`src/rtl/tr_scan_pkg.sv`:
```
// tr_scan_pkg: scanner state encoding and the header nibble that tags each selector's byte group
package tr_scan_pkg;
  typedef enum logic [2:0] {S_IDLE, S_SETUP, S_WAIT, S_CAPTURE, S_HDR, S_DATA, S_FIN} state_t;
  localparam logic [3:0] HDR_NIBBLE = 4'hA;
endpackage

```
`src/rtl/tr_scanner.sv`:
```
// tr_scanner: on START, steps TRS through 0..NSEL-1, waits SETTLE cycles, captures TR and streams {A,sel} then TR bytes MSB-first on TX_DATA/TX_VALID/TX_READY; BUSY spans the scan, DONE pulses at the end
module tr_scanner import tr_scan_pkg::*; #(
  parameter int WIDTH = 32,
  parameter int NSEL = 16,
  parameter int SETTLE = 2
)(
  input  logic             CLK,
  input  logic             RESET,
  input  logic             START,
  output logic [3:0]       TRS,
  input  logic [WIDTH-1:0] TR,
  output logic [7:0]       TX_DATA,
  output logic             TX_VALID,
  input  logic             TX_READY,
  output logic             BUSY,
  output logic             DONE
);
  localparam int NB = WIDTH / 8;
  state_t state_q, state_d;
  logic [3:0] sel_q, sel_d, trs_q, trs_d, set_q, set_d;
  logic [1:0] bcnt_q, bcnt_d;
  logic [WIDTH-1:0] sh_q, sh_d;
  always_ff @(posedge CLK or negedge RESET) begin
    if (!RESET) begin
      state_q <= S_IDLE;
      sel_q   <= '0;
      trs_q   <= '0;
      set_q   <= '0;
      bcnt_q  <= '0;
      sh_q    <= '0;
    end else begin
      state_q <= state_d;
      sel_q   <= sel_d;
      trs_q   <= trs_d;
      set_q   <= set_d;
      bcnt_q  <= bcnt_d;
      sh_q    <= sh_d;
    end
  end
  always_comb begin
    state_d = state_q;
    sel_d   = sel_q;
    trs_d   = trs_q;
    set_d   = set_q;
    bcnt_d  = bcnt_q;
    sh_d    = sh_q;
    case (state_q)
      S_IDLE: if (START) begin
        sel_d   = '0;
        state_d = S_SETUP;
      end
      S_SETUP: begin
        trs_d   = sel_q;
        set_d   = 4'(SETTLE);
        state_d = S_WAIT;
      end
      S_WAIT: begin
        set_d   = set_q - 4'd1;
        state_d = (set_q == 4'd1) ? S_CAPTURE : S_WAIT;
      end
      S_CAPTURE: begin
        sh_d    = TR;
        bcnt_d  = 2'(NB - 1);
        state_d = S_HDR;
      end
      S_HDR: state_d = TX_READY ? S_DATA : S_HDR;
      S_DATA: if (TX_READY) begin
        sh_d   = sh_q << 8;
        bcnt_d = bcnt_q - 2'd1;
        if (bcnt_q == 2'd0) begin
          state_d = (sel_q == 4'(NSEL - 1)) ? S_FIN : S_SETUP;
          sel_d   = (sel_q == 4'(NSEL - 1)) ? sel_q : sel_q + 4'd1;
        end
      end
      S_FIN: state_d = S_IDLE;
      default: state_d = S_IDLE;
    endcase
  end
  assign TRS      = trs_q;
  assign TX_VALID = (state_q == S_HDR) || (state_q == S_DATA);
  assign TX_DATA  = (state_q == S_HDR) ? {HDR_NIBBLE, sel_q} : (state_q == S_DATA) ? sh_q[WIDTH-1 -: 8] : 8'h00;
  assign BUSY     = (state_q != S_IDLE) && (state_q != S_FIN);
  assign DONE     = (state_q == S_FIN);
endmodule

```
`config.mk`:
```
export PLATFORM = sky130hd
export DESIGN_NAME = tr_scanner
export DESIGN_NICKNAME = d
export VERILOG_FILES = /design/src/rtl/tr_scan_pkg.sv /design/src/rtl/tr_scanner.sv
export SDC_FILE = /design/constraint.sdc
export NUM_CORES = 1
export LEC_CHECK = 0
export CAP_MARGIN = 20
export CORE_UTILIZATION = 44
export DETAILED_ROUTE_END_ITERATION = 8
export PLACE_DENSITY_LB_ADDON = 0.25
export SLEW_MARGIN = 30
export SYNTH_ARGS = -nofsm -noshare
export SYNTH_HDL_FRONTEND = slang
export SYNTH_SLANG_ARGS = --single-unit
```
`constraint.sdc`:
```
create_clock -name CLK -period 2.1 [get_ports CLK]
set_clock_uncertainty 0.15 [all_clocks]
set_input_delay 0.42 -clock CLK [delete_from_list [all_inputs] [get_ports CLK]]
set_output_delay 0.42 -clock CLK [all_outputs]
set_load 0.03 [all_outputs]
```
==> run_results.csv, run 1 <==
group,metric,value,unit
status,status,"finished, final reports clean",
cts,cts_sinks,49,
power_and_ir_drop,power,4046,uW
logic_synthesis,synth_ff_type,"dfrtp_1",
placed_design,dpl.cell_count,333,
logic_synthesis,syn_avg_cell_area,12.42,um2
floorplanning,core_area,5608,um2
logic_synthesis,synth_area_leader_cell,"dfrtp_1",
grt,grt-ovfl-total,0,
power_and_ir_drop,p_leak,0.001593,uW
power_and_ir_drop,cellPowerDensity,1210,nW/um2
cells_and_area,layout.nets,310,
floorplanning,die-height,79.19,um
cells_and_area,areaGrowthSynthToFinish,27.59,%
sta,layout_worst_path_cycle_share,0.9806,
logic_synthesis,ys_warn_count,0,
drt,route.detailed.vias_per_inst,5.324,
setup_path,critical_path_required,1.53,ns
cells_and_area,antenna_cells,0,
logic_synthesis,yosysSeqAreaShare,0.4678,
grt,grt_max_degree,30,
setup_path,critPathMaxStageDelay,0.40,ns
cells_and_area,final_area,3344,um2
logic_synthesis,ys_types,40,
logic_synthesis,post-synth-top-count-cell,"dfrtp_1",
floorplanning,fp-row-count,27,
drt,route.detailed.drc,0,
floorplanning,die_area,6270,um2
floorplanning,start_util,0.4674,
power_and_ir_drop,vdd_ir_drop_max,0.6278,mV
logic_synthesis,ys_ff_latch,49,
placed_design,place_congestion,0.7746,
cts,clk_pin_slew,0.08,ns
drt,vias,1826,
sta,min_period,2.059,ns
sta,worstMarginPinSlew,0.6892,ns
drt,drtAntennaViolNets,0,
grt,grt_pass1_wl,8.321,mm
job,cap_violations,0,
logic_synthesis,ys_async_sr_fraction,1.000,
cts,h-tree-depth,2,
cells_and_area,final_layout_size_suffix_gt1_frac,0.3173,
sta,slew_violations,0,
setup_path,cp_max_fo,6,
cts,clk-insertion-delay-late,0.30,ns
sta,hold_viol,0,
floorplanning,dieWidth,79.19,um
sta,setup_viol_count_final,0,
logic_synthesis,synth_fa_ha_area_frac,0.01909,
cts,cts-root-buf,"clkbuf_8",
logic_synthesis,synth.cell_area,2621,um2
placed_design,place_ws,-0.02025,ns
placed_design,dp_hpwl,3.659,mm
logic_synthesis,synth_compound_gate_area_share,0.1093,
placed_design,dpl-instance-area,3227,um2
hold_path,hold_path_class,"flip-flop to flip-flop",
grt,antenna_found_initial,0,
floorplanning,io_pins,51,
logic_synthesis,yosysTopAreaCellShare,0.4678,
sta,timing.fmax,485.6,MHz
logic_synthesis,synth_edf_count,0,
logic_synthesis,synth-simple-area-share,0.08640,
logic_synthesis,synth_xor_area_frac,0,
sta,relSlewSlack,0.5396,
cells_and_area,final_cell_count_no_fill,343,
cts,cts_tree,"done",
drt,first_iter_violations,93,
cts,clock_path_buffers,2,
sta,fin_ws,0.04067,ns
grt,grt_pass1_vias,1737,
logic_synthesis,ys_top_cells_by_area,"dfrtp_1 (47%), mux2_2 (13%), mux2_4 (8.6%), a22o_1 (3.3%), mux2i_1 (3.1%)",
logic_synthesis,syn_inst,211,
setup_path,end_kind,"output pin",
drt,wl_per_cell,14.60,um
logic_synthesis,synth_top_family_by_area,"multiplexers",
cts,cts_inserted_buffers,5,
logic_synthesis,synth_mux_area_frac,0.2582,
drt,wl,5.009,mm
logic_synthesis,ys_top_cells_by_count,"dfrtp_1 (49), mux2_2 (30), mux2_4 (15)",
placed_design,port-buffer-count,50,
setup_path,path_class,"flip-flop to output pin",
grt,grt_util_all_layers,0.1721,
setup_path,cp_cell_sequence,"or2b_1, inv_1, buf_4, and3_4, buf_6",
logic_synthesis,syn_nets,251,
sta,hold_ws,0.3432,ns
setup_path,startpoint_type,"flip-flop",
setup_path,cp_slowest_cell,"dfrtp_1",
setup_path,worstPathArrival,1.49,ns
drt,first_pass_iters,4,
-- path summary, 6_finish.rpt --
| path | startpoint | to | slack [ns] | cells after the start |
|---|---|---|---|---|
| worst min register to register | sh_q[12] | sh_q[12] | 0.34 | 1 |
| worst min-delay path | sh_q[12] | sh_q[12] | 0.34 | 1 |
| worst max-delay path | state_q[1] | TX_DATA[6] | 0.04 | 5 |
| min in group asynchronous | RESET | set_q[3] | 0.48 | 2 |
| worst max register to register | state_q[2] | state_q[0] | 0.12 | 5 |
| max in group asynchronous | RESET | sh_q[11] | 0.80 | 3 |
-- worst max-delay path, delay by kind of cell, from the launching register on --
kind | cells | cell delay (ns)
AND/OR/NAND/NOR | 2 | 0.45
flip-flops | 1 | 0.40
buffers and inverters | 3 | 0.34
-- state kept, by name, indices dropped and copies added, names as in the netlist --
register / flops
set_q: 4
TRS: 4
state_q: 3
sh_q: 32
bcnt_q: 2
sel_q: 4
-- cells in the final DEF, fill, tap and decap left out, drive strengths merged, types with 5 or more instances in the layout --
cell	Yosys	final
a22o	10	10
clkbuf	5	7
a21oi	9	9
inv	10	10
mux2i	8	8
mux2	48	48
o21ai	6	6
clkdlybuf4s50	0	38
dfrtp	49	49
buf	11	29
nor2b	5	5
nor2	9	9
-- area by class of cell --
cell class / instances / area, um2
Sequential cell: 49 / 1226
Tap cell: 72 / 90.09
Timing Repair Buffer: 68 / 651.9
Clock inverter: 1 / 7.507
Inverter: 10 / 37.54
Multi-Input combinational cell: 136 / 1255
Fill cell: 501 / 2263
Clock buffer: 7 / 76.32
-- routing by layer --
metal / track usage / routed length, um
met5: 0 / 0
met1: 0.2366 / 2413
met4: 0.05455 / 51
met3: 0.03563 / 187
met2: 0.2707 / 2357
-- stage by stage --
step	TNS, ns	util
finish	0	0.5964
global route	-0.02295	0.5964
CTS	0	0.5913
detailed placement	-0.1242	0.5754
global placement	0	0.5754
floorplan	0	-
-- where the power goes --
group	internal [uW]	switching, uW
clock network	236	298
logic	1030	899
registers	1360	231
total	2620	1430
-- logic make-up after synthesis --
group | Yosys count
multiplexers | 56
flip-flops | 49
AO/OA/AOI/OAI | 40
AND/OR/NAND/NOR | 36
buffers and inverters | 26
adder cells (fa/ha/maj) | 4
-- repair_timing --
| action | CTS | global route |
|---|---|---|
| hold buffers | 1 | 0 |
| endpoints found under the hold margin | 20 | 0 |
| setup endpoints to repair | 1 | 5 |
| resized for setup | 5 | 5 |
| setup buffers | 0 | 1 |
Power figures use the tool's default switching activity.
==> run 2, diff against run 1 <==
--- a/config.mk
+++ b/config.mk
@@ -5,8 +5,9 @@
 export SDC_FILE = /design/constraint.sdc
 export NUM_CORES = 1
 export LEC_CHECK = 0
-export CAP_MARGIN = 20
-export CORE_UTILIZATION = 44
+export CAP_MARGIN = 15
+export CORE_UTILIZATION = 25
+export CTS_CLUSTER_SIZE = 30
 export DETAILED_ROUTE_END_ITERATION = 8
 export PLACE_DENSITY_LB_ADDON = 0.25
 export SLEW_MARGIN = 30
==> run 2 against run 1 <==
Sequential power hardly changed. Via count is 1.2% higher. Design area up 5.9%. Core utilization fell by 25 points. Register-to-register slack better by 0.04 ns. Power increased by 5.6%. Global-route usage fell by 6.1 points. Highest routed layer unchanged. Sequential share of layout area down 2.0 points. Setup slack worse by 0.017 ns. Fmax down 0.80%.
==> run_results.csv, run 2 (same netlist as run 1, synthesis figures left out) <==
group,metric,value,unit
status,status,"finished, final reports clean",
placed_design,place_congestion,0.7114,
drt,wl_per_cell,14.23,um
cts,cts_inserted_buffers,5,
setup_path,r2r-start,"state_q[1]",
hold_path,hp-start,"sh_q[11]",
setup_path,reg2regPathDepth,5,
cts,cts-root-buf,"clkbuf_8",
cells_and_area,antenna_cells,0,
grt,grt_max_degree,32,
sta,setup_viol_count_final,0,
cells_and_area,layout_common_cells,"dfrtp_1 (47), clkdlybuf4s50_1 (38), mux2_2 (30)",
job,cap_violations,0,
cells_and_area,max_flop_register,"sh_q",
hold_path,hold_path_class,"flip-flop to flip-flop",
power_and_ir_drop,cellPowerDensity,1206,nW/um2
setup_path,cp_max_fo,6,
sta,min_period,2.076,ns
sta,timing.fmax,481.7,MHz
setup_path,r2r_end,"sh_q[28]",
cells_and_area,layout_commonest_cell,"dfrtp_1",
floorplanning,die-height,104.4,um
cells_and_area,register_area,1229,um2
sta,hold_viol,0,
setup_path,path_class,"flip-flop to output pin",
drt,first_pass_iters,4,
hold_path,holdPathStages,1,
setup_path,startpoint_type,"flip-flop",
cells_and_area,final_layout_size_suffix_gt1_frac,0.3597,
sta,fin_setup_tns,0,ns
sta,hold_ws,0.3468,ns
grt,antenna_found_initial,0,
floorplanning,core_area,10230,um2
floorplanning,die_area,10900,um2
cts,cts_sinks,49,
sta,layout_worst_path_cycle_share,0.9885,
cts,clock_path_buffers,2,
grt,grt-ovfl-total,0,
cells_and_area,areaGrowthSynthToFinish,35.18,%
cells_and_area,fillers,1020,
cells_and_area,layout.nets,317,
setup_path,worst-r2r-setup-slack,0.16,ns
setup_path,critical_path_required,1.53,ns
grt,grt_pass1_vias,1900,
drt,route.detailed.vias_per_inst,4.461,
power_and_ir_drop,vdd_ir_drop_max,0.3772,mV
placed_design,port-buffer-count,50,
setup_path,cp_slowest_cell,"dfrtp_2",
power_and_ir_drop,p_leak,0.001645,uW
cts,h-tree-depth,2,
floorplanning,io_pins,51,
setup_path,cp_cell_sequence,"buf_6, nor2b_4, or3_1, buf_6",
cts,cts_tree,"done",
sta,worstMarginPinSlew,0.6817,ns
placed_design,dpl.cell_count,398,
grt,grt_util_all_layers,0.1111,
hold_path,hold_end,"sh_q[11]",
sta,rsz0062_at_grt,"true",
drt,route.detailed.drc,0,
cts,clk-insertion-delay-late,0.31,ns
cells_and_area,multi_input_area,1270,um2
grt,grt_pass1_wl,9.660,mm
placed_design,dp_hpwl,4.334,mm
sta,relSlewSlack,0.5446,
drt,first_iter_violations,71,
floorplanning,dieWidth,104.4,um
setup_path,critPathMaxStageDelay,0.44,ns
floorplanning,start_util,0.2562,
drt,wl,5.892,mm
cells_and_area,final_cell_count_no_fill,414,
drt,vias,1847,
setup_path,cp_num_buf_inv,2,
cts,clk_pin_slew,0.09,ns
floorplanning,fp-row-count,37,
setup_path,worstPathArrival,1.51,ns
setup_path,end_kind,"output pin",
sta,slew_violations,0,
setup_path,critPathTopFamily,"simple AND/OR/NAND/NOR gates",
drt,drtAntennaViolNets,0,
setup_path,worst_path_most_repeated_cell,"buf_6",
cells_and_area,largest_reg_flops,32,
[run 2: what timing repair did]
item	4_1_cts	5_1_grt
setup endpoints to repair	11	6
hold endpoints to repair	18	0
gates resized for setup	5	13
setup buffers	2	5
pin swaps	0	1
hold buffers	1	0
[run 2: through the flow]
stage                     power [uW]  utilization  cell area (um2)  setup slack [ns]
final                           4274       0.3463             3543           0.02416
after global routing            4586       0.3463             3543          -0.01663
after CTS                       4205       0.3379             3457          0.004036
after detailed placement        3576       0.3262             3337          -0.04172
after global placement          3532       0.3262             3337         -0.009506
after floorplan                 2963            -             2626           0.04062
[run 2: layout make-up]
class / instances / area share
Clock inverter: 2 / 0.003884
Multi-Input combinational cell: 136 / 0.3584
Clock buffer: 6 / 0.02048
Sequential cell: 49 / 0.3468
Tap cell: 136 / 0.04802
Inverter: 10 / 0.01059
Timing Repair Buffer: 75 / 0.2119
[run 2: worst max-delay path by stage]
| stage | from | endpoint | depth (start not counted) |
|---|---|---|---|
| floorplan | state_q[1] | TX_DATA[4] | 5 |
| global placement | TX_READY | sh_q[15] | 5 |
| detailed placement | TX_READY | sh_q[10] | 5 |
| CTS | state_q[1] | BUSY | 4 |
| global route | state_q[2] | BUSY | 4 |
| finish | state_q[1] | BUSY | 4 |
[run 2: power breakdown]
group          switching (uW)  total [uW]  internal (uW)
registers                 245        1600           1360
clock network             329         567            238
logic                     955        2100           1150
[run 2: per-layer routing]
layer	wire, um	GRT usage	up-vias
met4	46	0.03061	0
met1	2749	0.1422	892
met2	2770	0.1840	49
li1	-	-	902
met3	325	0.02882	4
met5	0	0	-
